==> src/rtl/fetch_queue_if.sv <==
// Bundles the instruction-memory request/response channel, the decode-side
// handshake and the execute-stage redirect of the fetch queue.
interface fetch_queue_if;
  logic        imem_req_valid;
  logic        imem_req_ready;
  logic [31:0] imem_req_addr;
  logic        imem_rsp_valid;
  logic [31:0] imem_rsp_data;
  logic        id_valid;
  logic        id_ready;
  logic [31:0] id_pc;
  logic [31:0] id_instr;
  logic        redirect_valid;
  logic [31:0] redirect_pc;

  modport master (
    output imem_req_valid,
    input  imem_req_ready,
    output imem_req_addr,
    input  imem_rsp_valid,
    input  imem_rsp_data,
    output id_valid,
    input  id_ready,
    output id_pc,
    output id_instr,
    input  redirect_valid,
    input  redirect_pc
  );

  modport slave (
    input  imem_req_valid,
    output imem_req_ready,
    input  imem_req_addr,
    output imem_rsp_valid,
    output imem_rsp_data,
    input  id_valid,
    output id_ready,
    input  id_pc,
    input  id_instr,
    output redirect_valid,
    output redirect_pc
  );
endinterface

==> src/rtl/fetch_queue.sv <==
// Instruction-fetch front end: issues sequential word fetches under a credit
// limit, tags in-flight PCs, buffers returned words for decode, flushes on redirect.
module fetch_queue #(
  parameter int          DEPTH    = 4,
  parameter logic [31:0] RESET_PC = 32'h0000_0000
) (
  input  logic          clk,
  input  logic          reset,
  fetch_queue_if.master bus
);

  localparam int PW = (DEPTH > 1) ? $clog2(DEPTH) : 1;
  localparam int CW = PW + 1;
  localparam logic [CW:0]   DEPTH_W = DEPTH[CW:0];
  localparam logic [PW-1:0] ONE_P   = PW'(1'b1);
  localparam logic [CW-1:0] ONE_C   = CW'(1'b1);

  logic [31:0]   fetch_pc_r;
  logic [31:0]   fifo_pc_r    [DEPTH];
  logic [31:0]   fifo_instr_r [DEPTH];
  logic [31:0]   req_pc_r     [DEPTH];
  logic [PW-1:0] rd_ptr_r;
  logic [PW-1:0] wr_ptr_r;
  logic [PW-1:0] rq_rd_r;
  logic [PW-1:0] rq_wr_r;
  logic [CW-1:0] count_r;
  logic [CW-1:0] outstanding_r;
  logic [CW-1:0] drop_r;

  logic [CW:0]   in_use_s;
  logic          credit_s;
  logic          req_valid_s;
  logic          id_valid_s;
  logic          req_fire_s;
  logic          rsp_keep_s;
  logic          rsp_drop_s;
  logic          pop_s;
  logic [CW-1:0] count_nxt_s;
  logic [CW-1:0] outst_nxt_s;
  logic [CW-1:0] owed_s;

  // Handshake qualification and next-state arithmetic for the occupancy counters.
  always_comb begin
    in_use_s    = {1'b0, count_r} + {1'b0, outstanding_r};
    credit_s    = (in_use_s < DEPTH_W);
    req_valid_s = !reset && !bus.redirect_valid && credit_s;
    id_valid_s  = (count_r != {CW{1'b0}}) && !bus.redirect_valid;
    req_fire_s  = req_valid_s && bus.imem_req_ready;
    rsp_drop_s  = bus.imem_rsp_valid && (drop_r != {CW{1'b0}});
    rsp_keep_s  = bus.imem_rsp_valid && (drop_r == {CW{1'b0}});
    pop_s       = id_valid_s && bus.id_ready;

    case ({req_fire_s, bus.imem_rsp_valid})
      2'b10:   outst_nxt_s = outstanding_r + ONE_C;
      2'b01:   outst_nxt_s = outstanding_r - ONE_C;
      default: outst_nxt_s = outstanding_r;
    endcase

    case ({rsp_keep_s, pop_s})
      2'b10:   count_nxt_s = count_r + ONE_C;
      2'b01:   count_nxt_s = count_r - ONE_C;
      default: count_nxt_s = count_r;
    endcase

    // Responses still owed after a flush: everything in flight except one landing now.
    if (bus.imem_rsp_valid) begin
      owed_s = outstanding_r - ONE_C;
    end else begin
      owed_s = outstanding_r;
    end
  end

  assign bus.imem_req_valid = req_valid_s;
  assign bus.imem_req_addr  = fetch_pc_r;
  assign bus.id_valid       = id_valid_s;
  assign bus.id_pc          = fifo_pc_r[rd_ptr_r];
  assign bus.id_instr       = fifo_instr_r[rd_ptr_r];

  // Fetch PC, PC-tag queue, instruction FIFO and counters; redirect outranks all traffic.
  always_ff @(posedge clk) begin
    if (reset) begin
      fetch_pc_r    <= RESET_PC;
      rd_ptr_r      <= {PW{1'b0}};
      wr_ptr_r      <= {PW{1'b0}};
      rq_rd_r       <= {PW{1'b0}};
      rq_wr_r       <= {PW{1'b0}};
      count_r       <= {CW{1'b0}};
      outstanding_r <= {CW{1'b0}};
      drop_r        <= {CW{1'b0}};
      for (int i = 0; i < DEPTH; i++) begin
        fifo_pc_r[i]    <= 32'h0000_0000;
        fifo_instr_r[i] <= 32'h0000_0000;
        req_pc_r[i]     <= 32'h0000_0000;
      end
    end else if (bus.redirect_valid) begin
      fetch_pc_r    <= bus.redirect_pc & 32'hFFFF_FFFC;
      rd_ptr_r      <= {PW{1'b0}};
      wr_ptr_r      <= {PW{1'b0}};
      rq_rd_r       <= {PW{1'b0}};
      rq_wr_r       <= {PW{1'b0}};
      count_r       <= {CW{1'b0}};
      outstanding_r <= owed_s;
      drop_r        <= owed_s;
    end else begin
      if (req_fire_s) begin
        req_pc_r[rq_wr_r] <= fetch_pc_r;
        rq_wr_r           <= rq_wr_r + ONE_P;
        fetch_pc_r        <= fetch_pc_r + 32'd4;
      end
      // A kept response retires the oldest live tag into the decode FIFO.
      if (rsp_keep_s) begin
        fifo_pc_r[wr_ptr_r]    <= req_pc_r[rq_rd_r];
        fifo_instr_r[wr_ptr_r] <= bus.imem_rsp_data;
        wr_ptr_r               <= wr_ptr_r + ONE_P;
        rq_rd_r                <= rq_rd_r + ONE_P;
      end
      if (rsp_drop_s) begin
        drop_r <= drop_r - ONE_C;
      end
      if (pop_s) begin
        rd_ptr_r <= rd_ptr_r + ONE_P;
      end
      count_r       <= count_nxt_s;
      outstanding_r <= outst_nxt_s;
    end
  end

endmodule
==> src/flat_wrapper.sv <==
// flat-port wrapper written by rule: the top's interface ports become plain ports
module fetch_queue_flat 
#(
  parameter int          DEPTH    = 4,
  parameter logic [31:0] RESET_PC = 32'h0000_0000
)
  (clk, reset, bus_imem_req_valid, bus_imem_req_ready, bus_imem_req_addr, bus_imem_rsp_valid, bus_imem_rsp_data, bus_id_valid, bus_id_ready, bus_id_pc, bus_id_instr, bus_redirect_valid, bus_redirect_pc);
  fetch_queue_if bus_i ();
  input  logic clk;
  input  logic reset;
  output wire logic [$bits(bus_i.imem_req_valid)-1:0] bus_imem_req_valid;
  input wire logic [$bits(bus_i.imem_req_ready)-1:0] bus_imem_req_ready;
  output wire logic [$bits(bus_i.imem_req_addr)-1:0] bus_imem_req_addr;
  input wire logic [$bits(bus_i.imem_rsp_valid)-1:0] bus_imem_rsp_valid;
  input wire logic [$bits(bus_i.imem_rsp_data)-1:0] bus_imem_rsp_data;
  output wire logic [$bits(bus_i.id_valid)-1:0] bus_id_valid;
  input wire logic [$bits(bus_i.id_ready)-1:0] bus_id_ready;
  output wire logic [$bits(bus_i.id_pc)-1:0] bus_id_pc;
  output wire logic [$bits(bus_i.id_instr)-1:0] bus_id_instr;
  input wire logic [$bits(bus_i.redirect_valid)-1:0] bus_redirect_valid;
  input wire logic [$bits(bus_i.redirect_pc)-1:0] bus_redirect_pc;
  assign bus_imem_req_valid = bus_i.imem_req_valid;
  assign bus_i.imem_req_ready = bus_imem_req_ready;
  assign bus_imem_req_addr = bus_i.imem_req_addr;
  assign bus_i.imem_rsp_valid = bus_imem_rsp_valid;
  assign bus_i.imem_rsp_data = bus_imem_rsp_data;
  assign bus_id_valid = bus_i.id_valid;
  assign bus_i.id_ready = bus_id_ready;
  assign bus_id_pc = bus_i.id_pc;
  assign bus_id_instr = bus_i.id_instr;
  assign bus_i.redirect_valid = bus_redirect_valid;
  assign bus_i.redirect_pc = bus_redirect_pc;
  fetch_queue #(.DEPTH(DEPTH), .RESET_PC(RESET_PC)) u_core (.clk(clk), .reset(reset), .bus(bus_i));
endmodule
==> config.mk <==
export PLATFORM = sky130hd
export DESIGN_NAME = fetch_queue_flat
export DESIGN_NICKNAME = d
export VERILOG_FILES = /design/src/rtl/fetch_queue_if.sv /design/src/rtl/fetch_queue.sv /design/src/flat_wrapper.sv
export SDC_FILE = /design/constraint.sdc
export NUM_CORES = 1
export LEC_CHECK = 0
export ABC_AREA = 1
export BUFFER_PORTS_ARGS = -buffer_cell sky130_fd_sc_hd__buf_2
export CAP_MARGIN = 15
export CORE_MARGIN = 3
export CORE_UTILIZATION = 54
export DETAILED_ROUTE_END_ITERATION = 6
export GPL_ROUTABILITY_DRIVEN = 0
export PLACE_DENSITY = 0.78
export SKIP_CTS_REPAIR_TIMING = 1
export SYNTH_ARGS = -nofsm -noshare
export SYNTH_HDL_FRONTEND = slang
export SYNTH_SLANG_ARGS = --single-unit
==> constraint.sdc <==
create_clock -name clk -period 7.5 [get_ports clk]
set_input_delay 0.75 -clock clk [delete_from_list [all_inputs] [get_ports clk]]
set_output_delay 0.75 -clock clk [all_outputs]
set_load 0.005 [all_outputs]
==> results.json, run 1 <==
{
  "worstPathCellList": "buf_2 -> nor2_8 -> nand2_2 -> nor2_4 -> nand2_2 -> buf_4 -> inv_2 -> nand2_2 -> inv_2 -> nand2_2 -> nand2_1 -> buf_4",
  "synthDistinctLibCells": 38,
  "finalWirelength_um": 45500,
  "slew_viol_final": 0,
  "period_minus_slack_ps": 4410,
  "numCtsBuffers": 43,
  "start_util_pct": 55.6,
  "drive_gt1_share_pct": 13.5,
  "layout_setup_ws_ps": 3090,
  "coreArea_um2": 34000,
  "hold_class": "primary input to flop",
  "cts_tree": "yes",
  "cp-end-kind": "flop",
  "slowest_stage": "nand2_2",
  "clockBufferDepth": 3,
  "insertedDiodeCount": 0,
  "yosysMostFrequentCell": "nor2_1",
  "drtIter0Drc": 1377,
  "whs_path_depth": 3,
  "p_seq_share_pct": 53.0,
  "p_sw_w": 0.00117,
  "crit_type": "primary input to flop",
  "status": "finished, final reports clean",
  "fin_nets": 2163,
  "max-vdd-ir-drop_v": 0.000174,
  "ys.flop_type": "edfxtp_1",
  "critical_path.max_fanout": 59,
  "worst_ep_required_time_ps": 7760,
  "crit_top_cell": "nand2_2",
  "worst_slew_pin_slew_ps": 1020,
  "grt_remaining_overflow": 0,
  "routed_via_density": 5.61,
  "intPower_w": 0.00390,
  "synth_area_leaders": "edfxtp_1 (58%), nor2_1 (11%), dfxtp_1 (5.4%)",
  "grt_pass1_wl_um": 70000,
  "pwr-share-comb_pct": 7.1,
  "worstSkewPairLatency_ps": 550,
  "avgSynthCellArea_um2": 9.60,
  "synth-edff-count": 368,
  "yosysSeqAreaShare_pct": 63.8,
  "clkPwrFrac_pct": 39.8,
  "fin_skew_ps": 21.2,
  "p_leak_nw": 8.62,
  "ys_warn_count": 0,
  "async_flop_share_pct": 0,
  "num_vias": 14400,
  "grt_usage_pct": 23.8,
  "met1_usage_pct": 31.6,
  "cts.clk_slew.worst_paths_ps": 60,
  "final-setup-viol-count": 0,
  "clkSinkCount": 419,
  "grt_most_used_layer": "met2",
  "clock.fmax_ghz": 0.227,
  "wl_per_cell_um": 17.8,
  "dp_slack_ps": 2610,
  "grt_max_degree": 101,
  "htree_num_levels": 2,
  "synth-seq-cells": 419,
  "root_buffer": "clkbuf_16",
  "p_total_w": 0.00507,
  "hold_violations": 0,
  "die_area_um2": 37300,
  "num_rows": 67,
  "area_delta_synth_final_pct": 12.4,
  "antenna_found_initial": 0,
  "ios": 168,
  "min_period_over_period_pct": 58.8,
  "use_met3_pct": 3.63,
  "swShare_pct": 23.1,
  "drc_errors": 0,
  "grt_pass1_vias": 13900,
  "syn_area_um2": 18900,
  "drv_cap": 0,
  "reg2reg_depth": 12,
  "hold_ws_ps": 487,
  "synth_common_cells": "nor2_1 (547), edfxtp_1 (368), nand2_1 (272)",
  "die_w_um": 193,
  "ant_nets": 0,
  "die_h_um": 193,
  "synth.largest_area_cell": "edfxtp_1",
  "fin_tns_setup_ps": 0,
  "slowest_delay_ps": 700,
  "rsz0062_at_grt": "no",
  "portBuffers": 161,
  "synth_cells": 1971,
  "hpwl_um": 26800,
  "dr.pass1.iters": 5,
  "synth_top_area_share_pct": 58.4,
  "use_met2_pct": 40.6,
  "crit_path_start_kind": "primary input",
  "power_density_nw_per_um2": 238,
  "slew_headroom_pct": 32.0,
  "critPathArrivalTime_ps": 4670
}
-- worst paths after layout --
kind,startpoint,slack (ps),end
max,bus_redirect_valid,3090,u_core.req_pc_r[1][10]$_SDFFCE_PN0P_
min,bus_redirect_pc[6],490,u_core.bus.imem_req_addr[6]$_SDFFE_PP0P_
max reg2reg,u_core.outstanding_r[1]$_SDFFE_PP0P_,3300,u_core.req_pc_r[1][10]$_SDFFCE_PN0P_
min reg2reg,u_core.rq_wr_r[1]$_SDFFE_PP0N_,490,u_core.rq_wr_r[1]$_SDFFE_PP0N_
-- layer usage --
layer / wire (um) / vias to the layer above
li1: - / 6811
met4: 989 / 0
met1: 18300 / 6785
met5: 0 / -
met3: 4290 / 84
met2: 21900 / 707
-- registers in the layout, indices dropped and copies added, names as in the netlist, named ones only --
signal,count
u_core.drop_r,3
u_core.fifo_pc_r,120
u_core.rd_ptr_r,2
u_core.bus.imem_req_addr,30
u_core.req_pc_r,120
u_core.rq_rd_r,2
u_core.fifo_instr_r,128
u_core.outstanding_r,3
u_core.count_r,3
u_core.wr_ptr_r,2
u_core.rq_wr_r,2
-- placed cells by master, fill, tap and decap left out, drive strengths merged --
| master | count |
|---|---|
| ha | 8 |
| a31oi | 3 |
| inv | 170 |
| a32oi | 16 |
| a211oi | 1 |
| xor2 | 4 |
| dfxtp | 51 |
| o22ai | 77 |
| o21a | 2 |
| nor2 | 571 |
| clkbuf | 57 |
| nor3 | 2 |
| edfxtp | 368 |
| buf | 182 |
| o211ai | 1 |
| clkinv | 16 |
| clkinvlp | 3 |
| bufinv | 2 |
| or2 | 1 |
| o21ai | 182 |
| a22oi | 2 |
| fa | 1 |
| o41ai | 1 |
| nand3 | 56 |
| a21oi | 52 |
| nand4 | 3 |
| conb | 4 |
| xnor2 | 1 |
| nand2 | 279 |
-- metrics by stage --
stage / utilization [%] / std cells / cell area [um^2]
2_1_floorplan: - / 1974 / 18900
3_5_place_dp: 58.6 / 2487 / 19900
5_1_grt: 62.4 / 2564 / 21300
6_report: 62.4 / 2564 / 21300
3_3_place_gp: 58.6 / 2487 / 19900
4_1_cts: 62.4 / 2564 / 21300
-- area by class of cell --
cell class | count | area (um^2)
fillers | 2724 | 12800
flip-flops and latches | 419 | 12100
repair buffers | 182 | 963
clock inverters | 20 | 164
multi-input cells | 1267 | 5700
clock buffers | 57 | 1150
well taps | 448 | 561
inverters | 171 | 642
-- cells by family after synthesis --
kind of cell	share of synthesized area, %
AOI/OAI and AO/OA	9.89
xor gates and xnor gates	0.232
adders and majority gates	0.635
buffers and inverters	6.27
DFF	63.8
other	0.0198
and+or+nand+nor	19.1
-- power groups by stage --
stage               logic (W)  clock network [W]  registers (W)
CTS                  0.000361            0.00204        0.00269
finish               0.000362            0.00202        0.00269
global placement     0.000348                  0        0.00273
detailed placement   0.000359                  0        0.00274
global route         0.000402            0.00212        0.00270
floorplan            0.000226                  0        0.00273
-- worst max-delay path, delay by kind of cell --
family / cells / cell delay (ps)
simple gates: 7 / 1820
buf+inv: 5 / 2060
(Power assumes the default switching activity.)
==> run 2, diff against run 1 <==
--- a/config.mk
+++ b/config.mk
@@ -5,14 +5,14 @@
 export SDC_FILE = /design/constraint.sdc
 export NUM_CORES = 1
 export LEC_CHECK = 0
-export ABC_AREA = 1
+export ABC_AREA = 0
 export BUFFER_PORTS_ARGS = -buffer_cell sky130_fd_sc_hd__buf_2
 export CAP_MARGIN = 15
 export CORE_MARGIN = 3
 export CORE_UTILIZATION = 54
 export DETAILED_ROUTE_END_ITERATION = 6
 export GPL_ROUTABILITY_DRIVEN = 0
-export PLACE_DENSITY = 0.78
+export PLACE_DENSITY = 0.75
 export SKIP_CTS_REPAIR_TIMING = 1
 export SYNTH_ARGS = -nofsm -noshare
 export SYNTH_HDL_FRONTEND = slang
==> constraint.sdc (replaced) <==
create_clock -name clk -period 4.4 [get_ports clk]
set_input_delay 0.44 -clock clk [delete_from_list [all_inputs] [get_ports clk]]
set_output_delay 0.44 -clock clk [all_outputs]
set_load 0.005 [all_outputs]
==> results.json, run 2 <==
{
  "area_delta_synth_final_pct": 14.6,
  "slowest_stage": "or2_2",
  "worstPathCellList": "ha_1 -> or4b_1 -> or2_1 -> buf_4 -> nor3_2 -> or2_2",
  "synth_common_cells": "edfxtp_1 (368), and2_1 (287), mux4_2 (92)",
  "hpwl_um": 23500,
  "ant_nets": 0,
  "intPower_w": 0.00688,
  "drv_cap": 0,
  "worst_slew_pin_slew_ps": 939,
  "ios": 168,
  "yosysSeqAreaShare_pct": 65.1,
  "min_from": "bus_redirect_pc[17]",
  "hold_ws_ps": 96.0,
  "layout.cells.non_filler": 1891,
  "coreArea_um2": 33700,
  "power_density_nw_per_um2": 415,
  "syn_area_um2": 18500,
  "status": "finished, final reports clean",
  "max-vdd-ir-drop_v": 0.000262,
  "cp-end-kind": "flop",
  "fillers": 2541,
  "ys_warn_count": 0,
  "reg_top3": "u_core.fifo_instr_r: 128 flops, u_core.fifo_pc_r: 120 flops, u_core.req_pc_r: 120 flops",
  "grt_remaining_overflow": 0,
  "fin_skew_ps": 14.3,
  "synth.largest_area_cell": "edfxtp_1",
  "crit_type": "flop to flop",
  "rsz0062_at_grt": "no",
  "critPathArrivalTime_ps": 3130,
  "min_period_over_period_pct": 67.7,
  "grt_max_degree": 65,
  "clockBufferDepth": 3,
  "grt_usage_pct": 22.9,
  "grt_most_used_layer": "met2",
  "worstSkewPairLatency_ps": 530,
  "synth_top_area_share_pct": 59.6,
  "clkSinkCount": 419,
  "slowest_delay_ps": 710,
  "ys.flop_type": "edfxtp_1",
  "pwr-share-comb_pct": 6.7,
  "slew_headroom_pct": 37.4,
  "antenna_found_initial": 0,
  "grt_pass1_wl_um": 64700,
  "routed_via_density": 5.88,
  "worst_ep_required_time_ps": 4550,
  "placed_area_um2": 19800,
  "drc_errors": 0,
  "synth-seq-cells": 419,
  "dr.pass1.iters": 5,
  "die_area_um2": 36600,
  "synth_cells": 1269,
  "critical_path.max_fanout": 44,
  "numCtsBuffers": 45,
  "synthDistinctLibCells": 50,
  "die_w_um": 191,
  "p_leak_nw": 8.09,
  "clock.fmax_ghz": 0.336,
  "crit_path_start_kind": "flop",
  "num_rows": 67,
  "swShare_pct": 22.0,
  "yosysMostFrequentCell": "edfxtp_1",
  "regMostFlops": "u_core.fifo_instr_r",
  "fin_nets": 1485,
  "slew_viol_final": 0,
  "hold_class": "primary input to flop",
  "htree_num_levels": 2,
  "met1_usage_pct": 32.3,
  "clkPwrFrac_pct": 41.1,
  "hold_violations": 0,
  "die_h_um": 191,
  "synth_area_leaders": "edfxtp_1 (60%), mux4_2 (11%), and2_1 (9.7%)",
  "cts.clk_slew.worst_paths_ps": 60,
  "cts_tree": "yes",
  "root_buffer": "clkbuf_16",
  "grt_pass1_vias": 11400,
  "largest_register_ffs": 128,
  "start_util_pct": 55.0,
  "drive_gt1_share_pct": 24.7,
  "p_sw_w": 0.00194,
  "async_flop_share_pct": 0,
  "use_met3_pct": 2.97,
  "finalWirelength_um": 41400,
  "placed_cells_incl_taps": 1806,
  "wl_per_cell_um": 21.9,
  "synth-edff-count": 368,
  "final_common_cell": "edfxtp_1",
  "portBuffers": 161,
  "cp-startpoint": "u_core.outstanding_r[2]$_SDFFE_PP0P_",
  "drtIter0Drc": 837,
  "insertedDiodeCount": 0,
  "final_area_um2": 21200,
  "num_vias": 11100,
  "r2r_start": "u_core.outstanding_r[2]$_SDFFE_PP0P_",
  "final_cell_mix": "edfxtp_1 (368), and2_1 (287), buf_2 (161), mux4_2 (92), and3_1 (70)",
  "final-setup-viol-count": 0,
  "avgSynthCellArea_um2": 14.6,
  "use_met2_pct": 38.4,
  "period_minus_slack_ps": 2980,
  "p_seq_share_pct": 52.2
}
## run 2: cell types whose count changed after synthesis, sizes merged, moves of 34 or more
cell	before	now
and2	0	287
and3	0	70
inv	169	20
mux4	0	92
nand2	279	38
nand3	56	22
nor2	571	48
o21ai	182	20
o22ai	77	0
## run 2: final timing paths
path	to	slack (ps)	depth (start not counted)
min reg2reg	u_core.count_r[2]$_SDFFE_PP0P_	530	2
min	u_core.bus.imem_req_addr[17]$_SDFFE_PP0P_	100	3
max	u_core.req_pc_r[2][27]$_SDFFCE_PN0P_	1420	6
max reg2reg	u_core.req_pc_r[2][27]$_SDFFCE_PN0P_	1420	6
## run 2: critical path, delay by kind of cell, from the launching register on
kind,cells,cell delay [ps]
AND/OR/NAND/NOR,4,1650
flip-flops,1,340
adder cells (fa/ha/maj),1,320
buffers and inverters,1,280
## run 2: through the flow
step                      setup TNS [ps]  total power (W)  util (%)  setup slack, ps
final                                  0          0.00882      63.0             1420
after global routing                   0          0.00911      63.0             1230
after detailed placement               0          0.00528      58.8             1380
after floorplan                    -1150          0.00500         -            -19.2
after global placement                 0          0.00525      58.8             1430
after CTS                              0          0.00888      63.0             1370
## run 2: cells by family (layout without fill, tap and decap cells)
kind of cell	count (synthesis)	in the layout	share of synthesized area [%]
DFF	419	419	65.1
muxes	100	100	11.6
xor gates and xnor gates	19	19	0.897
and+or+nand+nor	525	525	16.6
buffers and inverters	117	288	2.54
other	1	4	0.0202
adders and majority gates	9	9	0.648
AOI/OAI and AO/OA	79	79	2.62
## run 2: power by group through the flow
stage	Clock (W)	Sequential, W	Combinational, W
6_report	0.00363	0.00461	0.000589
5_1_grt	0.00384	0.00463	0.000644
4_1_cts	0.00368	0.00461	0.000587
3_5_place_dp	0	0.00469	0.000583
3_3_place_gp	0	0.00468	0.000570
2_1_floorplan	0	0.00464	0.000363
## run 2: final cells by class
| type | count | area, um^2 | share of cell area, % |
|---|---|---|---|
| clock buffers | 61 | 1240 | 5.83 |
| multi-input cells | 736 | 6070 | 28.6 |
| repair buffers | 184 | 1040 | 4.90 |
| flip-flops and latches | 419 | 12100 | 56.9 |
| well taps | 448 | 561 | 2.64 |
| clock inverters | 23 | 179 | 0.842 |
| inverters | 20 | 75.1 | 0.353 |
## run 2: per-layer routing
metal,share of wire [%],vias up
li1,-,5007
met1,42,5636
met2,50,413
met3,6.5,63
met4,1.6,0
met5,0,-
